### config.mk
export PLATFORM = sky130hd
export DESIGN_NAME = qspi_fetch_arbiter
export DESIGN_NICKNAME = d
export VERILOG_FILES = /design/src/rtl/qspi_fetch_arbiter.sv
export SDC_FILE = /design/constraint.sdc
export NUM_CORES = 1
export LEC_CHECK = 0
export ABC_AREA = 0
export ABC_CLOCK_PERIOD_IN_PS = 12200
export BUFFER_PORTS_ARGS = -buffer_cell sky130_fd_sc_hd__buf_2
export CAP_MARGIN = 10
export CELL_PAD_IN_SITES_DETAIL_PLACEMENT = 1
export CELL_PAD_IN_SITES_GLOBAL_PLACEMENT = 1
export CORE_MARGIN = 2
export CORE_UTILIZATION = 34
export DETAILED_ROUTE_END_ITERATION = 10
export GPL_ROUTABILITY_DRIVEN = 1
export PLACE_DENSITY_LB_ADDON = 0.1
export SKIP_LAST_GASP = 1
export SYNTH_ARGS = -nofsm -noshare
export SYNTH_HDL_FRONTEND = slang
export SYNTH_SLANG_ARGS = --single-unit
### constraint.sdc
create_clock -name clk -period 12.2 [get_ports clk]
set_clock_uncertainty 0.15 [all_clocks]
set_input_delay 1.22 -clock clk [delete_from_list [all_inputs] [get_ports clk]]
set_output_delay 1.22 -clock clk [all_outputs]
set_load 0.01 [all_outputs]
### src/rtl/qspi_fetch_arbiter.sv
// qspi_fetch_arbiter
// Shares the QSPI word-list fetch port between the game logic (requester 0)
// and a secondary reader (requester 1). Round-robin arbitration on ties,
// a one-entry result cache in front of the flash, and a fetch timeout so a
// lost fetch_done turns into an error response instead of a hung game.
module qspi_fetch_arbiter #(
    parameter int ADDR_W  = 24,
    parameter int DATA_W  = 32,
    parameter int TIMEOUT = 1023
) (
    input  logic              clk,
    input  logic              rst_n,
    input  logic              req0,
    input  logic [ADDR_W-1:0] req0_addr,
    input  logic              req1,
    input  logic [ADDR_W-1:0] req1_addr,
    output logic              rsp0_valid,
    output logic              rsp1_valid,
    output logic              rsp0_err,
    output logic              rsp1_err,
    output logic [DATA_W-1:0] rsp_data,
    input  logic              cache_flush,
    output logic              fetch,
    output logic [ADDR_W-1:0] fetch_addr,
    input  logic [DATA_W-1:0] fetch_result,
    input  logic              fetch_done
);

    localparam int               CNT_W    = $clog2(TIMEOUT + 1);
    // Count value seen in the last permitted FETCH cycle; fetch stays high
    // for exactly TIMEOUT cycles before the error response.
    localparam logic [CNT_W-1:0] CNT_LAST = CNT_W'(TIMEOUT - 1);

    typedef enum logic [1:0] {
        IDLE  = 2'd0,
        FETCH = 2'd1,
        RESP  = 2'd2
    } state_t;

    state_t             state;
    logic               grant;
    logic               last_grant;
    logic [CNT_W-1:0]   tmo_cnt;
    logic               cache_valid;
    logic               flush_seen;
    logic               fill_pend;
    logic [ADDR_W-1:0]  addr_q;
    logic [ADDR_W-1:0]  cache_addr;
    logic [DATA_W-1:0]  cache_data;

    logic               sel_valid;
    logic               sel_id;
    logic [ADDR_W-1:0]  sel_addr;
    logic               hit;
    logic               fill_now;

    // Arbitration, cache lookup and fill qualification for the current cycle.
    always_comb begin
        sel_valid = 1'b0;
        sel_id    = 1'b0;
        if (req0 && req1) begin
            sel_valid = 1'b1;
            sel_id    = ~last_grant;
        end else if (req0) begin
            sel_valid = 1'b1;
            sel_id    = 1'b0;
        end else if (req1) begin
            sel_valid = 1'b1;
            sel_id    = 1'b1;
        end
        sel_addr = sel_id ? req1_addr : req0_addr;
        // A flush in the lookup cycle already invalidates the entry.
        hit      = cache_valid && !cache_flush && (sel_addr == cache_addr);
        // A flush in the fill cycle wins over the fill.
        fill_now = (state == RESP) && fill_pend && !cache_flush;
    end

    // Control FSM with registered outputs to requesters and the QSPI controller.
    always_ff @(posedge clk or negedge rst_n) begin
        if (!rst_n) begin
            state       <= IDLE;
            grant       <= 1'b0;
            last_grant  <= 1'b1;
            tmo_cnt     <= '0;
            cache_valid <= 1'b0;
            flush_seen  <= 1'b0;
            fill_pend   <= 1'b0;
            fetch       <= 1'b0;
            fetch_addr  <= '0;
            rsp0_valid  <= 1'b0;
            rsp1_valid  <= 1'b0;
            rsp0_err    <= 1'b0;
            rsp1_err    <= 1'b0;
            rsp_data    <= '0;
        end else begin
            rsp0_valid <= 1'b0;
            rsp1_valid <= 1'b0;
            rsp0_err   <= 1'b0;
            rsp1_err   <= 1'b0;
            if (cache_flush) begin
                cache_valid <= 1'b0;
            end
            case (state)
                IDLE: begin
                    if (sel_valid) begin
                        grant      <= sel_id;
                        last_grant <= sel_id;
                        if (hit) begin
                            state      <= RESP;
                            rsp_data   <= cache_data;
                            fill_pend  <= 1'b0;
                            rsp0_valid <= ~sel_id;
                            rsp1_valid <= sel_id;
                        end else begin
                            state      <= FETCH;
                            fetch      <= 1'b1;
                            fetch_addr <= sel_addr;
                            tmo_cnt    <= '0;
                            flush_seen <= 1'b0;
                        end
                    end
                end
                FETCH: begin
                    tmo_cnt <= tmo_cnt + 1'b1;
                    if (cache_flush) begin
                        flush_seen <= 1'b1;
                    end
                    // A completion in the timeout cycle still counts as success.
                    if (fetch_done) begin
                        state      <= RESP;
                        fetch      <= 1'b0;
                        rsp_data   <= fetch_result;
                        fill_pend  <= !flush_seen && !cache_flush;
                        rsp0_valid <= ~grant;
                        rsp1_valid <= grant;
                    end else if (tmo_cnt == CNT_LAST) begin
                        state      <= RESP;
                        fetch      <= 1'b0;
                        rsp_data   <= '0;
                        fill_pend  <= 1'b0;
                        rsp0_valid <= ~grant;
                        rsp1_valid <= grant;
                        rsp0_err   <= ~grant;
                        rsp1_err   <= grant;
                    end
                end
                RESP: begin
                    state     <= IDLE;
                    fill_pend <= 1'b0;
                    if (fill_now) begin
                        cache_valid <= 1'b1;
                    end
                end
                default: begin
                    state <= IDLE;
                end
            endcase
        end
    end

    // Captured request address and cache payload; meaningful only when qualified.
    always_ff @(posedge clk) begin
        if ((state == IDLE) && sel_valid) begin
            addr_q <= sel_addr;
        end
        if (fill_now) begin
            cache_addr <= addr_q;
            cache_data <= rsp_data;
        end
    end

endmodule

==> results of run 1 <==
-- synth_stat cells (all sizes together), types with 5 or more instances --
library cell   n
o311ai        33
and3          37
buf            7
nor2          10
nand3         35
o21ai         16
xnor2          7
nor3           6
nand2         38
a21oi         39
mux2          35
edfxtp        80
inv           19
a31oi         33
dfrtp         77
nand4          5
clkbuf        35
xor2          21
-- kinds of logic after synthesis --
kind of cell,after synthesis,share of synthesized area
flops,158,0.608
mux,35,0.0660
xor+xnor,28,0.0342
buf+inv,61,0.0374
compound gates,152,0.145
simple gates,147,0.107
fa+ha+maj,2,0.00349
-- layout make-up --
type                            count  area [µm²]  area share
Clock buffer                       22         464      0.0534
Tap cell                          275         344      0.0396
Timing Repair Buffer              156         808      0.0930
Clock inverter                     10        67.6     0.00778
Inverter                           19        71.3     0.00821
Sequential cell                   158        4360       0.501
Multi-Input combinational cell    364        2580       0.297
-- state kept, by name, summed over array words and instances (netlist names) --
name and flops:
fetch 1, rsp1_err 1, addr_q 24, rsp_data 32, cache_valid 1, rsp1_valid 1, cache_addr 24, grant 1
cache_data 32, fetch_addr 24, last_grant 1, flush_seen 1, state 2, fill_pend 1, rsp0_err 1, rsp0_valid 1
tmo_cnt 10
-- critical path: stages --
cell and delay [ns]:
buf_2 0.14, a21boi_4 0.23, buf_4 0.37, mux2_2 0.41, xor2_1 0.16, or4b_1 0.50, or4_4 0.83, o21a_2 0.69
mux2_4 0.44
-- power by group --
part           switching, mW  leakage [nW]  internal [mW]
logic                  0.294          1.80          0.231
clock network          0.217         0.252          0.270
registers             0.0764          1.58          0.692
-- per-layer routing --
metal,vias to the layer above,share of wire,global-route usage
li1,2485,-,-
met1,2710,0.47,0.259
met2,124,0.48,0.300
met3,8,0.039,0.0391
met4,0,0.0070,0.0462
met5,-,0,0
-- worst paths after layout --
check / end / slack, ns
max in group asynchronous: fetch_addr[17]$_DFFE_PN0P_ / 10.21
worst max-delay path: fetch_addr[17]$_DFFE_PN0P_ / 7.33
min in group asynchronous: rsp_data[12]$_DFFE_PN0P_ / 0.52
worst min register to register: cache_addr[20]$_DFFE_PP_ / 0.26
worst min-delay path: cache_addr[20]$_DFFE_PP_ / 0.26
worst max register to register: fetch_addr[17]$_DFFE_PN0P_ / 7.92
-- metrics by stage --
| stage | utilization | setup slack [ns] | area, µm² | power, mW |
|---|---|---|---|---|
| 2_1_floorplan | - | 4.74 | 7170 | 1.11 |
| 3_3_place_gp | 0.392 | 6.92 | 8160 | 1.29 |
| 3_5_place_dp | 0.392 | 6.85 | 8160 | 1.31 |
| 4_1_cts | 0.417 | 7.29 | 8690 | 1.80 |
| 5_1_grt | 0.417 | 7.14 | 8690 | 1.89 |
| 6_report | 0.417 | 7.33 | 8690 | 1.78 |
==> flow_metrics.tcl, run 1 <==
set metrics [dict create \
    outcome "complete, no violations" \
    synthArstFlopShare 0.494 \
    cts.clk_slew.worst_paths_ns 0.06 \
    holdPathStages 0 \
    fp.coreArea_um2 20800 \
    drt_iter0_markers 335 \
    synth_edf_count 80 \
    htree_levels 4 \
    syn_inst 583 \
    crit_start "req1" \
    arrival_ns 5.01 \
    core.rowCount 53 \
    areaGrowthSynthToFinish_pct 21.3 \
    dp.cells 972 \
    first_pass_iters 4 \
    antenna_found_initial 0 \
    slew_viol_final 0 \
    cts_made_buffers 17 \
    cts_buffer_depth 2 \
    yosys_warnings 0 \
    grtUsageTotal 0.187 \
    n_fill_cell 2304 \
    nets 804 \
    rr_worst_depth 8 \
    clkLatencyLatePin_ns 0.42 \
    yosysTopAreaCell "edfxtp_1" \
    grt_max_degree 67 \
    start_util 0.344 \
    dpl.hpwl_um 12900 \
    power_leakage_nw 3.63 \
    die-height_um 149 \
    gp_congestion 0.756 \
    cap_viol_max_count 0 \
    port_buffers 146 \
    crit_type "primary input to flop" \
    finalSetupTns_ns 0 \
    max_freq_ghz 0.205 \
    grt-ovfl-total 0 \
    final_common_cell "buf_2" \
    ys_ff_latch 158 \
    wl_per_cell_um 20.1 \
    synth_top_area_frac 0.335 \
    ant_nets 0 \
    slew_headroom 0.261 \
    min_path_type "flop to flop" \
    crit_fanout 66 \
    syn_area_um2 7170 \
    holdWs_ns 0.264 \
    ys.flop_type "edfxtp_1" \
    timing.rr.start "last_grant$_DFFE_PN1P_" \
    drc_errors 0 \
    synth_nets 671 \
    fin_crit_sh 0.399 \
    layout_common_cells "145 x buf_2, 80 x edfxtp_1, 77 x dfrtp_1, 39 x a21oi_1, 38 x nand2_1" \
    cts_resized 0 \
    vias 5327 \
    num_antenna_cells 0 \
    min-delay-start "addr_q[20]$_DFFE_PP_" \
    grt_pass1_vias 5668 \
    crit_path_start_kind "primary input" \
    post_cts_buffers 0 \
    finalNonFillerCells 1004 \
    post_synth_num_cell_types 55 \
    die_area_um2 22300 \
    finalCriticalPeriod_ns 4.87 \
    routed_via_density 5.31 \
    cts_hold_buf 0 \
    cts_tree "done" \
    tightest_slew_ns 1.11 \
    irDropWorstVdd_mv 0.0905 \
    rsz0062_at_grt "false" \
    seq_area_frac_synth 0.608 \
    cts_root_buf "clkbuf_16" \
    ioPinCount 147 \
    p_per_area_nw_per_um2 205 \
    clock_sinks 158 \
    finalSetupViolations 0 \
    cp.required_ns 12.34 \
    critPathCaptureType "flop" \
    hold_viol_final 0 \
    grt_pass1_wl_um 31900 \
    fp.dieW_um 149 \
    drive_gt1_frac 0.317 \
    synth_area_leaders "edfxtp_1 34%, dfrtp_1 27%, mux2_4 4.4%" \
    routed_wl_um 20100 \
    avgSynthCellArea_um2 12.3 \
]
Power figures use the tool's default switching activity.
==> inputs of run 2 (changes only) <==
--- a/config.mk
+++ b/config.mk
@@ -5,8 +5,8 @@
 export SDC_FILE = /design/constraint.sdc
 export NUM_CORES = 1
 export LEC_CHECK = 0
-export ABC_AREA = 0
-export ABC_CLOCK_PERIOD_IN_PS = 12200
+export ABC_AREA = 1
+export ABC_CLOCK_PERIOD_IN_PS = 4350
 export BUFFER_PORTS_ARGS = -buffer_cell sky130_fd_sc_hd__buf_2
 export CAP_MARGIN = 10
 export CELL_PAD_IN_SITES_DETAIL_PLACEMENT = 1
==> constraint.sdc (replaced) <==
create_clock -name clk -period 4.35 [get_ports clk]
set_clock_uncertainty 0.15 [all_clocks]
set_input_delay 0.435 -clock clk [delete_from_list [all_inputs] [get_ports clk]]
set_output_delay 0.435 -clock clk [all_outputs]
set_load 0.01 [all_outputs]
==> run 2 against run 1 <==
Net effect: global-route usage rose by 1.0 points; register-to-register slack lost 7.3 ns; synthesized cell count rose by 47%; highest routed layer unchanged.
==> flow_metrics.tcl, run 2 <==
set metrics [dict create \
    outcome "complete, no violations" \
    fin_util 0.422 \
    first_pass_iters 4 \
    final_common_cell "nand2_1" \
    num_antenna_cells 0 \
    max_freq_ghz 0.268 \
    worstPathCellList "nand2_1 -> nand2_2 -> buf_4 -> nand2_1 -> o21ai_1 -> nand2_1 -> nand2_1 -> nand3b_1 -> nor2_1 -> nand3_2 -> nand3_1 -> inv_1 -> nand2_1 -> nand2_1" \
    slowest_delay_ns 0.68 \
    crit_path_start_kind "flop" \
    cts.clk_slew.worst_paths_ns 0.07 \
    setup_ws_ns 0.618 \
    vias 6155 \
    cts_resized 0 \
    wl_per_cell_um 16.9 \
    power_leakage_nw 4.58 \
    finalSetupViolations 0 \
    clock_sinks 158 \
    p_per_area_nw_per_um2 639 \
    grt_pass1_wl_um 34000 \
    drc_errors 0 \
    antenna_found_initial 0 \
    synthArstFlopShare 0.494 \
    sequentialPowerShare 0.403 \
    areaGrowthSynthToFinish_pct 21.3 \
    slew_viol_final 0 \
    cts_tree "done" \
    top_regs "cache_data x32, rsp_data x32" \
    port_buffers 146 \
    syn_inst 858 \
    min_path_type "primary input to flop" \
    gp_congestion 0.755 \
    yosys_warnings 0 \
    irDropWorstVdd_mv 0.383 \
    hold_viol_final 0 \
    arrival_ns 3.94 \
    critPathCaptureType "flop" \
    routed_wl_um 21800 \
    ys_ff_latch 158 \
    synth_area_leaders "edfxtp_1 33%, dfrtp_1 26%, nand2_1 19%" \
    fp.coreArea_um2 21100 \
    ant_nets 0 \
    clkLatencyLatePin_ns 0.43 \
    cap_viol_max_count 0 \
    routed_via_density 4.78 \
    drt_iter0_markers 286 \
    grtUsageTotal 0.197 \
    finalCriticalPeriod_ns 3.73 \
    rsz0062_at_grt "false" \
    ys.flop_type "edfxtp_1" \
    n_fill_cell 2566 \
    cp.required_ns 4.56 \
    synth_nets 946 \
    post_cts_buffers 0 \
    synth_edf_count 80 \
    layout_common_cells "363 x nand2_1, 145 x buf_2, 122 x nand3_1, 83 x inv_1, 80 x edfxtp_1" \
    drive_gt1_frac 0.198 \
    finalSetupTns_ns 0 \
    htree_levels 4 \
    dpl.hpwl_um 14700 \
    fin_crit_sh 0.858 \
    yosysTopAreaCell "edfxtp_1" \
    synth_common_cells "363 x nand2_1, 122 x nand3_1, 83 x inv_1" \
    start_util 0.348 \
    grt_pass1_vias 6297 \
    syn_area_um2 7340 \
    crit_top_cell "nand2_1" \
    synth_top_area_frac 0.327 \
    place_ws_ns 0.567 \
    finalPower_mw 5.70 \
    placed_cell_area_um2 8330 \
    cts_made_buffers 17 \
    nets 1087 \
    switchingPower_mw 2.24 \
    swShare 0.394 \
    die-height_um 151 \
    p_int_mw 3.45 \
    cts_buffer_depth 2 \
    power_frac_clock 0.257 \
    fp.dieW_um 151 \
    crit_type "flop to flop" \
    critPathSlowestCell "inv_1" \
    grt_max_degree 53 \
    seq_area_frac_synth 0.593 \
    design_area_um2 8910 \
    grt-ovfl-total 0 \
    core.rowCount 53 \
    avgSynthCellArea_um2 8.56 \
    p_comb_frac 0.340 \
    slew_headroom 0.317 \
    cts_root_buf "clkbuf_16" \
    ioPinCount 147 \
    cts_hold_buf 1 \
    tightest_slew_ns 1.02 \
    synth_most_common_cell "nand2_1" \
    post_synth_num_cell_types 24 \
    die_area_um2 22800 \
    crit_fanout 35 \
]
==> run 2: per-stage QoR <==
| stage | hold WS [ns] | cells |
|---|---|---|
| 6_report | 0.181 | 1287 |
| 5_1_grt | 0.179 | 1287 |
| 4_1_cts | 0.164 | 1287 |
| 3_5_place_dp | 0.256 | 1254 |
| 3_3_place_gp | 0.252 | 1254 |
| 2_1_floorplan | -0.0106 | 858 |
==> run 2: kinds of logic after synthesis <==
group                      share of synthesized area
and+or+nand+nor                                0.311
xor gates and xnor gates                     0.00119
DFF                                            0.593
AOI/OAI and AO/OA                             0.0222
buffers and inverters                         0.0694
adders and majority gates                    0.00341
==> run 2: worst paths after layout <==
| check | startpoint | end | depth (start not counted) | slack [ns] |
|---|---|---|---|---|
| worst min-delay path | req0_addr[20] | addr_q[20]$_DFFE_PP_ | 3 | 0.18 |
| worst max-delay path | last_grant$_DFFE_PN1P_ | fetch_addr[13]$_DFFE_PN0P_ | 14 | 0.62 |
| worst max register to register | last_grant$_DFFE_PN1P_ | fetch_addr[13]$_DFFE_PN0P_ | 14 | 0.62 |
| worst min register to register | addr_q[10]$_DFFE_PP_ | cache_addr[10]$_DFFE_PP_ | 0 | 0.27 |
| min in group asynchronous | rst_n | fetch_addr[17]$_DFFE_PN0P_ | 2 | 0.47 |
| max in group asynchronous | rst_n | rsp_data[18]$_DFFE_PN0P_ | 3 | 2.69 |
==> run 2: final cells by class <==
cell class                 instances  area [µm²]  share of cell area
inverter                          83         312              0.0350
sequential                       158        4360               0.489
clock buffer                      18         429              0.0482
timing repair buffer             159         833              0.0936
clock inverter                    14         135              0.0152
tap                              275         344              0.0386
multi-input combinational        580        2500               0.280
==> run 2: power groups by stage <==
stage	logic [mW]	clock network, mW	registers (mW)
after floorplan	1.12	0	2.40
after global placement	1.95	0	2.32
after detailed placement	1.98	0	2.32
after CTS	1.99	1.50	2.30
after global routing	2.20	1.55	2.34
final	1.94	1.46	2.30
==> run 2: layer usage <==
metal  vias to the layer above  share of wire  GRT usage
met1                      2994           0.48      0.277
met5                         -              0          0
li1                       3026              -          -
met4                         0         0.0063     0.0393
met2                       124           0.47      0.321
met3                        11          0.039     0.0340
==> run 2: worst max-delay path, delay by kind of cell, from the launching register on <==
kind / cells / cell delay, ns
buffers and inverters: 2 / 0.97
AOI/OAI and AO/OA: 1 / 0.11
DFF: 1 / 0.53
and+or+nand+nor: 11 / 1.89
